==> config.mk <==
export PLATFORM = sky130hd
export DESIGN_NAME = saida_serial_arbitro_flat
export DESIGN_NICKNAME = d
export VERILOG_FILES = /design/src/rtl/saida_serial_arbitro_if.sv /design/src/rtl/saida_serial_arbitro.sv /design/src/flat_wrapper.sv
export SDC_FILE = /design/constraint.sdc
export NUM_CORES = 1
export LEC_CHECK = 0
export BUFFER_PORTS_ARGS = -buffer_cell sky130_fd_sc_hd__buf_4
export CORE_ASPECT_RATIO = 0.5
export CORE_MARGIN = 2
export CORE_UTILIZATION = 40
export CTS_CLUSTER_DIAMETER = 200
export DETAILED_ROUTE_END_ITERATION = 8
export GPL_TIMING_DRIVEN = 0
export MAX_ROUTING_LAYER = met4
export PLACE_DENSITY = 0.7
export SLEW_MARGIN = 10
export SYNTH_ARGS = -nofsm -noshare
export SYNTH_HDL_FRONTEND = slang
export SYNTH_SLANG_ARGS = --single-unit
==> constraint.sdc <==
create_clock -name clock -period 1.9 [get_ports clock]
set_clock_uncertainty 0.2 [all_clocks]
set_input_delay 0.19 -clock clock [delete_from_list [all_inputs] [get_ports clock]]
set_output_delay 0.19 -clock clock [all_outputs]
set_load 0.005 [all_outputs]
==> src/rtl/saida_serial_arbitro_if.sv <==
// saida_serial_arbitro_if
// Bundles the request, data and TX handshake signals of the serial arbiter.
// "master" is the side that posts measurements and plays the TX.
// "slave" is the arbiter itself.
interface saida_serial_arbitro_if;
    logic        req_a;
    logic [11:0] dados_a;
    logic        req_b;
    logic [11:0] dados_b;
    logic        serial_enviado;
    logic        partida;
    logic [6:0]  dados_ascii;
    logic        ocupado;
    logic        pronto_a;
    logic        pronto_b;
    logic [3:0]  db_estado;

    modport master (
        output req_a, dados_a, req_b, dados_b, serial_enviado,
        input  partida, dados_ascii, ocupado, pronto_a, pronto_b, db_estado
    );

    modport slave (
        input  req_a, dados_a, req_b, dados_b, serial_enviado,
        output partida, dados_ascii, ocupado, pronto_a, pronto_b, db_estado
    );
endinterface

==> src/rtl/saida_serial_arbitro.sv <==
// saida_serial_arbitro
// Round-robin sharing of one serial TX between measurement sources A and B.
// Each grant sends one ASCII message: [ID] hundreds tens units '#'.
// Define SAIDA_SERIAL_ID_EN to prefix each message with 'A' or 'B'.
module saida_serial_arbitro (
    input  logic                 clock,
    input  logic                 reset,
    saida_serial_arbitro_if.slave bus
);

    typedef enum logic [3:0] {
        INICIAL = 4'd0,
        CONCEDE = 4'd1,
        PARTIDA = 4'd2,
        ESPERA  = 4'd3,
        PROXIMO = 4'd4,
        FIM     = 4'd5
    } estado_t;

    localparam logic FONTE_A = 1'b0;
    localparam logic FONTE_B = 1'b1;

`ifdef SAIDA_SERIAL_ID_EN
    localparam logic [2:0] ULTIMO_IDX = 3'd4;
`else
    localparam logic [2:0] ULTIMO_IDX = 3'd3;
`endif

    estado_t     estado_q, estado_d;
    logic        pend_a_q, pend_a_d;
    logic        pend_b_q, pend_b_d;
    logic [11:0] buf_a_q, buf_a_d;
    logic [11:0] buf_b_q, buf_b_d;
    logic [11:0] msg_q, msg_d;
    logic        atual_q, atual_d;
    logic        ultimo_q, ultimo_d;
    logic [2:0]  idx_q, idx_d;
    logic [6:0]  caractere_d;

    logic        partida_q;
    logic [6:0]  ascii_q;
    logic        ocupado_q;
    logic        pronto_a_q;
    logic        pronto_b_q;

    function automatic logic [6:0] digitoAscii(input logic [3:0] d);
        return (d <= 4'd9) ? (7'h30 + {3'b000, d}) : 7'h3F;
    endfunction

    // Next-state logic: arbitration, message sequencing and request capture
    always_comb begin
        estado_d = estado_q;
        pend_a_d = pend_a_q;
        pend_b_d = pend_b_q;
        buf_a_d  = buf_a_q;
        buf_b_d  = buf_b_q;
        msg_d    = msg_q;
        atual_d  = atual_q;
        ultimo_d = ultimo_q;
        idx_d    = idx_q;

        case (estado_q)
            INICIAL: begin
                if (pend_a_q && (!pend_b_q || (ultimo_q == FONTE_B))) begin
                    atual_d  = FONTE_A;
                    estado_d = CONCEDE;
                end else if (pend_b_q) begin
                    atual_d  = FONTE_B;
                    estado_d = CONCEDE;
                end
            end
            CONCEDE: begin
                if (atual_q == FONTE_A) begin
                    msg_d    = buf_a_q;
                    pend_a_d = 1'b0;
                end else begin
                    msg_d    = buf_b_q;
                    pend_b_d = 1'b0;
                end
                ultimo_d = atual_q;
                idx_d    = 3'd0;
                estado_d = PARTIDA;
            end
            PARTIDA: estado_d = ESPERA;
            ESPERA: begin
                if (bus.serial_enviado) begin
                    estado_d = (idx_q == ULTIMO_IDX) ? FIM : PROXIMO;
                end
            end
            PROXIMO: begin
                idx_d    = idx_q + 3'd1;
                estado_d = PARTIDA;
            end
            FIM:     estado_d = INICIAL;
            default: estado_d = INICIAL;
        endcase

        if (bus.req_a) begin
            pend_a_d = 1'b1;
            buf_a_d  = bus.dados_a;
        end
        if (bus.req_b) begin
            pend_b_d = 1'b1;
            buf_b_d  = bus.dados_b;
        end
    end

    // Character selected by the upcoming message register and index
    always_comb begin
        caractere_d = 7'h00;
`ifdef SAIDA_SERIAL_ID_EN
        case (idx_d)
            3'd0:    caractere_d = (atual_d == FONTE_B) ? 7'h42 : 7'h41;
            3'd1:    caractere_d = digitoAscii(msg_d[11:8]);
            3'd2:    caractere_d = digitoAscii(msg_d[7:4]);
            3'd3:    caractere_d = digitoAscii(msg_d[3:0]);
            3'd4:    caractere_d = 7'h23;
            default: caractere_d = 7'h00;
        endcase
`else
        case (idx_d)
            3'd0:    caractere_d = digitoAscii(msg_d[11:8]);
            3'd1:    caractere_d = digitoAscii(msg_d[7:4]);
            3'd2:    caractere_d = digitoAscii(msg_d[3:0]);
            3'd3:    caractere_d = 7'h23;
            default: caractere_d = 7'h00;
        endcase
`endif
    end

    // State register with outputs registered from the next state
    always_ff @(posedge clock) begin
        if (reset) begin
            estado_q   <= INICIAL;
            pend_a_q   <= 1'b0;
            pend_b_q   <= 1'b0;
            buf_a_q    <= 12'h000;
            buf_b_q    <= 12'h000;
            msg_q      <= 12'h000;
            atual_q    <= FONTE_A;
            ultimo_q   <= FONTE_B;
            idx_q      <= 3'd0;
            partida_q  <= 1'b0;
            ascii_q    <= 7'h00;
            ocupado_q  <= 1'b0;
            pronto_a_q <= 1'b0;
            pronto_b_q <= 1'b0;
        end else begin
            estado_q   <= estado_d;
            pend_a_q   <= pend_a_d;
            pend_b_q   <= pend_b_d;
            buf_a_q    <= buf_a_d;
            buf_b_q    <= buf_b_d;
            msg_q      <= msg_d;
            atual_q    <= atual_d;
            ultimo_q   <= ultimo_d;
            idx_q      <= idx_d;
            partida_q  <= (estado_d == PARTIDA);
            ascii_q    <= ((estado_d == PARTIDA) || (estado_d == ESPERA)) ? caractere_d : 7'h00;
            ocupado_q  <= (estado_d != INICIAL);
            pronto_a_q <= (estado_d == FIM) && (atual_d == FONTE_A);
            pronto_b_q <= (estado_d == FIM) && (atual_d == FONTE_B);
        end
    end

    assign bus.partida     = partida_q;
    assign bus.dados_ascii = ascii_q;
    assign bus.ocupado     = ocupado_q;
    assign bus.pronto_a    = pronto_a_q;
    assign bus.pronto_b    = pronto_b_q;
    assign bus.db_estado   = estado_q;

endmodule

==> src/flat_wrapper.sv <==
// flat-port wrapper written by rule: the top's interface ports become plain ports
module saida_serial_arbitro_flat 
  (clock, reset, bus_req_a, bus_dados_a, bus_req_b, bus_dados_b, bus_serial_enviado, bus_partida, bus_dados_ascii, bus_ocupado, bus_pronto_a, bus_pronto_b, bus_db_estado);
  saida_serial_arbitro_if bus_i ();
  input  logic clock;
  input  logic reset;
  input wire logic [$bits(bus_i.req_a)-1:0] bus_req_a;
  input wire logic [$bits(bus_i.dados_a)-1:0] bus_dados_a;
  input wire logic [$bits(bus_i.req_b)-1:0] bus_req_b;
  input wire logic [$bits(bus_i.dados_b)-1:0] bus_dados_b;
  input wire logic [$bits(bus_i.serial_enviado)-1:0] bus_serial_enviado;
  output wire logic [$bits(bus_i.partida)-1:0] bus_partida;
  output wire logic [$bits(bus_i.dados_ascii)-1:0] bus_dados_ascii;
  output wire logic [$bits(bus_i.ocupado)-1:0] bus_ocupado;
  output wire logic [$bits(bus_i.pronto_a)-1:0] bus_pronto_a;
  output wire logic [$bits(bus_i.pronto_b)-1:0] bus_pronto_b;
  output wire logic [$bits(bus_i.db_estado)-1:0] bus_db_estado;
  assign bus_i.req_a = bus_req_a;
  assign bus_i.dados_a = bus_dados_a;
  assign bus_i.req_b = bus_req_b;
  assign bus_i.dados_b = bus_dados_b;
  assign bus_i.serial_enviado = bus_serial_enviado;
  assign bus_partida = bus_i.partida;
  assign bus_dados_ascii = bus_i.dados_ascii;
  assign bus_ocupado = bus_i.ocupado;
  assign bus_pronto_a = bus_i.pronto_a;
  assign bus_pronto_b = bus_i.pronto_b;
  assign bus_db_estado = bus_i.db_estado;
  saida_serial_arbitro u_core (.clock(clock), .reset(reset), .bus(bus_i));
endmodule
== Yosys cells after proc, flatten, opt, wreduce, memory -nomap -nowiden ==
Cells that the tools add are included.

* Register bits after elaboration: 58
* Input port bits: 29
* Output and inout bits: 15
* Logic and storage cells: 72

* Add/sub/neg operators: 4
* $lt $le $gt $ge: 3
* Eq/ne operators: 12
* Muxes and demuxes: 21
* Bitwise gates (word level): 2
* Reduce and logical (&&, ||, !) cells: 16

{| class="wikitable"
|+ Operators by type and width
! kind !! count
|-
| $pmux 7 s4 || 1
|-
| $mux 12 || 2
|-
| $add 6x4->7 const A || 3
|-
| $mux 7 || 3
|-
| $eq 4x2->1 const B || 4
|-
| $pmux 4 s4 || 1
|-
| $le 4x4->1 const B || 3
|-
| $mux 4 || 3
|-
| $mux 1 || 10
|-
| $eq 3x2->1 const B || 3
|-
| $eq 4x3->1 const B || 2
|-
| $pmux 3 s2 || 1
|-
| $reduce_bool 2->1 || 3
|-
| $eq 4x1->1 const B || 1
|-
| $logic_not 4->1 || 1
|-
| $reduce_and 2->1 || 2
|-
| $reduce_bool 4->1 || 1
|-
| $reduce_or 2->1 || 2
|-
| $add 3x1->3 const B || 1
|-
| $eq 3x1->1 const B || 1
|-
| $logic_and 1x1->1 || 3
|-
| $logic_not 3->1 || 1
|-
| $logic_or 1x1->1 || 2
|-
| $ne 2x2->1 const B || 1
|-
| other kinds (2) || 3
|}

== Logic depth before layout (Yosys ltp) ==
* Depth after elaboration: 9
* Mapped depth: 7
* Mapped depth without buffers: 6

== Worst setup path before layout ==
OpenSTA, ideal clock, no wires.

* Kind: flip-flop to flip-flop
* Start point: register u_core.estado_q[2] (netlist: u_core.bus.db_estado[2])
* End point: register u_core.ascii_q[1] (netlist: u_core.bus.dados_ascii[1])
* Setup time: 0.127 ns
* Data arrival time: 1.638 ns
* Data required time: 1.573 ns
* Slack: -0.065 ns
* Cell stages (with the launch flop): 8
* Path buffers: 2
* Period minus slack after synthesis: 1.965 ns
* Cells stage by stage: dfxtp_1 > buf_6 > or3b_4 > nand3b_4 > and3_4 > buf_6 > nor4b_2 > a311oi_1

* Cells in the longest elaborated chain, start to end: 7
* Elaborated cells on any way between the ends: 31
* Classes of those cells: add/sub: 3; order compare: 3; eq/ne: 9; mux: 10; bitwise: 1; reduce/logical: 5

{| class="wikitable"
|+ Ends and longest elaborated chain
! item !! line !! source
|-
| from (decl) || saida_serial_arbitro.sv:29 || <nowiki>estado_t estado_q, estado_d;</nowiki>
|-
| from (signal assigned) || saida_serial_arbitro.sv:149 || <nowiki>estado_q <= estado_d;</nowiki>
|-
| branches (longest 7 deep; another with $add 6x4->7) || n/a ||
|-
| to (signal assigned) || saida_serial_arbitro.sv:159 || <nowiki>ascii_q <= ((estado_d == PARTIDA) || (estado_d == ESPERA)) ? caractere_d : 7'h00;</nowiki>
|-
| to (decl) || saida_serial_arbitro.sv:41 || <nowiki>logic [6:0] ascii_q;</nowiki>
|}

Several ways; the timed one is not identified.
A chain may end at the register's enable or synchronous reset.

== Worst setup path in the final report ==
* Start point: register u_core.estado_q[2] (netlist: u_core.bus.db_estado[2])
* End point: register u_core.ascii_q[2] (netlist: u_core.bus.dados_ascii[2])

The elaborated chain is that of the path after synthesis.

==> impl_metrics.json <==
{
  "maxCapViolCount": 0,
  "crit_chain": "buf_6, nor4b_4, buf_6, mux2i_4, buf_6, o211ai_1, nand3_1, a31oi_1",
  "tightest_slew_ps": 827,
  "synth_edf_count": 0,
  "rows": 20,
  "cpMaxStageDelayCell": "nor4b_4",
  "async_flop_share_pct": 0,
  "holdPathStages": 3,
  "switching_share_pct": 23.2,
  "insertion_delay_ps": 330,
  "ys_warn_count": 0,
  "die_h_um": 60.6,
  "hp-class": "in2reg",
  "hpwl_um": 4370,
  "cpMostUsedCell": "buf_6",
  "nNetsFinal": 395,
  "area_growth_pct": 46.9,
  "critPathCaptureType": "register",
  "synth_ff_type": "dfxtp_1",
  "grt_max_degree": 11,
  "r2r-start": "u_core.bus.db_estado[2]",
  "synth_commonest_cells": "dfxtp_1, nor2_1, mux2i_1, nand2_1, a21oi_1",
  "p_leak_nw": 1.59,
  "path_clk_slew_ps": 50,
  "r2r-end": "u_core.bus.dados_ascii[2]",
  "globalplace.congestion": 0.893,
  "cts_num_sinks": 57,
  "ir_drop_v": 0.000397,
  "grt_antenna_before_repair": 0,
  "slew_viol_final": 0,
  "drtIter0Drc": 138,
  "yosys.area.top_type_share_pct": 44.6,
  "viasPerCell": 5.30,
  "period_minus_slack_ps": 2080,
  "power_w": 0.00308,
  "arrival_ps": 2070,
  "cp_max_fo": 5,
  "worstPathRequired_ps": 1890,
  "grt.total_usage_pct": 22.1,
  "slew_headroom_pct": 44.9,
  "setup_ws_ps": -180,
  "final_cells": 457,
  "yosysSeqAreaShare_pct": 44.6,
  "grt_pass1_vias": 2306,
  "overflow": 0,
  "synth_cell_types": 49,
  "numCtsBuffers": 9,
  "rrSetupSlack_ps": -180,
  "cp_top_family": "buffers and inverters",
  "pwr-share-seq_pct": 41.7,
  "violations": "setup timing",
  "via_count": 2422,
  "drive_gt1_share_pct": 33.1,
  "yosysTopAreaCell": "dfxtp_1",
  "hold_viol": 0,
  "dr.pass1.iters": 5,
  "coreArea_mm2": 0.00613,
  "syn_inst": 271,
  "critical_path.max_stage_delay_ps": 350,
  "cts_buffer_depth": 2,
  "syn_area_mm2": 0.00256,
  "hold_end": "u_core.buf_b_q[1]",
  "cts_tree": "yes",
  "fill_cells": 491,
  "setup_viol": 9,
  "grt_pass1_wl_um": 11100,
  "die_w_um": 117,
  "drc": 0,
  "ys_ff_latch": 57,
  "totalWireLength_um": 7140,
  "comb_power_share_pct": 10.7,
  "antenna_left": 0,
  "clock_power_share_pct": 47.6,
  "p_int_w": 0.00237,
  "postSynthAreaPerCell_um2": 9.45,
  "hold_path.startpoint": "bus_req_b",
  "dp_cells": 399,
  "post-synth-top-count-cell": "dfxtp_1",
  "worstSetupPathType": "reg2reg",
  "wl_per_cell_um": 15.6,
  "fmax_ghz": 0.481,
  "reg2reg_depth": 8,
  "power_switching_w": 0.000715,
  "ys_top_cells_by_area": "dfxtp_1, mux2i_1, nor2_1",
  "cp_num_buf_inv": 3,
  "port_buffers": 39,
  "floorplan.initialDensity_pct": 41.8,
  "cts-root-buf": "clkbuf_16",
  "htreeDepth": 3,
  "period_share_pct": 109,
  "status": "finished with violations",
  "rsz0062_at_grt": "yes",
  "n_antenna_cell": 0,
  "io_pins": 44,
  "final.setup.tns_ps": -853,
  "p_per_area_mw_per_mm2": 819,
  "critical_path.startpoint_type": "register",
  "die_area_mm2": 0.00709
}
[logic make-up after synthesis]
kind of cell    count (synthesis)  synth area share [%]
flops                          57                  44.6
buf+inv                        26                  5.52
fa+ha+maj                       2                 0.977
mux                            42                  16.7
compound gates                 46                  12.1
other cells                     1                 0.146
simple gates                   97                  19.9
[worst max-delay path by stage]
stage / endpoint / depth (start not counted) / slack, ps / start
final: u_core.bus.dados_ascii[2] / 8 / -180 / u_core.bus.db_estado[2]
after global routing: u_core.bus.dados_ascii[0] / 7 / -260 / u_core.atual_q
after CTS: u_core.bus.dados_ascii[3] / 7 / -120 / u_core.bus.db_estado[2]
after detailed placement: u_core.bus.dados_ascii[0] / 6 / -260 / u_core.bus.db_estado[1]
after global placement: u_core.bus.dados_ascii[0] / 6 / -290 / u_core.bus.db_estado[1]
after floorplan: u_core.bus.dados_ascii[0] / 6 / 10 / u_core.bus.db_estado[1]
[sequential cells by signal, summed over array words and instances, names as in the netlist]
| name | flops |
|---|---|
| u_core.atual_q | 1 |
| u_core.buf_a_q | 12 |
| u_core.buf_b_q | 12 |
| u_core.bus.dados_ascii | 6 |
| u_core.bus.db_estado | 4 |
| u_core.bus.ocupado | 1 |
| u_core.bus.partida | 1 |
| u_core.bus.pronto_a | 1 |
| u_core.bus.pronto_b | 1 |
| u_core.idx_q | 3 |
| u_core.msg_q | 12 |
| u_core.pend_a_q | 1 |
| u_core.pend_b_q | 1 |
| u_core.ultimo_q | 1 |
[final cells by class]
cell class | count | area (um^2) | share of cell area [%]
plain buffers | 19 | 131 | 3.49
inverters | 6 | 22.5 | 0.599
multi-input cells | 189 | 1390 | 37.1
well taps | 88 | 110 | 2.93
clock buffers | 13 | 260 | 6.92
flip-flops and latches | 57 | 1150 | 30.5
clock inverters | 3 | 15.0 | 0.399
repair buffers | 82 | 681 | 18.1
[worst register-to-register path, stage by stage (launching register included)]
cell and delay [ps]:
dfxtp_2 330, buf_6 130, nor4b_4 350, buf_6 220
mux2i_4 310, buf_6 140, o211ai_1 80, nand3_1 90
a31oi_1 100
[power groups by stage]
stage / sequential (W) / combinational [W] / clock, W
after CTS: 0.00128 / 0.000311 / 0.00149
after global routing: 0.00129 / 0.000359 / 0.00154
after global placement: 0.00130 / 0.000243 / 0
final: 0.00128 / 0.000331 / 0.00147
after floorplan: 0.00129 / 0.000160 / 0
after detailed placement: 0.00130 / 0.000251 / 0
[layer usage]
| metal | track usage, % | vias to the layer above | routed length [um] |
|---|---|---|---|
| met5 | - | - | 0 |
| met4 | 12.1 | 0 | 214 |
| met3 | 5.39 | 19 | 408 |
| met2 | 33.4 | 92 | 3190 |
| li1 | - | 1148 | - |
| met1 | 27.5 | 1163 | 3320 |
[placed cells by master, fill, tap and decap left out, types with 4 or more instances in the layout]
master	Yosys	final
inv_1	6	5
nand2_1	17	15
dlygate4sd3_1	0	24
clkbuf_16	0	9
buf_4	2	58
a21oi_1	14	11
nand3_1	6	5
o21ai_0	9	7
mux2_2	6	6
buf_6	3	7
mux2i_1	36	31
nor2_1	51	49
a21oi_2	1	4
dfxtp_1	57	54
clkbuf_1	8	9
[per-stage QoR]
step	hold slack (ps)	util [%]	area [um^2]	setup WS [ps]
2_1_floorplan	137	-	2560	9.80
3_3_place_gp	223	48.4	2970	-285
3_5_place_dp	233	48.4	2970	-259
4_1_cts	11.0	59.6	3650	-120
5_1_grt	74.7	61.3	3760	-260
6_report	45.6	61.3	3760	-180
[repair_timing]
item                                   in CTS  in global routing
gates cloned                                1                  0
resized for setup                          22                 17
hold buffers                               24                  0
pin swaps                                   9                  9
buffers inserted                           10                  8
endpoints found under the hold margin      24                  0
setup endpoints to repair                  10                 13
Note: power is estimated with default switching activity, not from simulation.
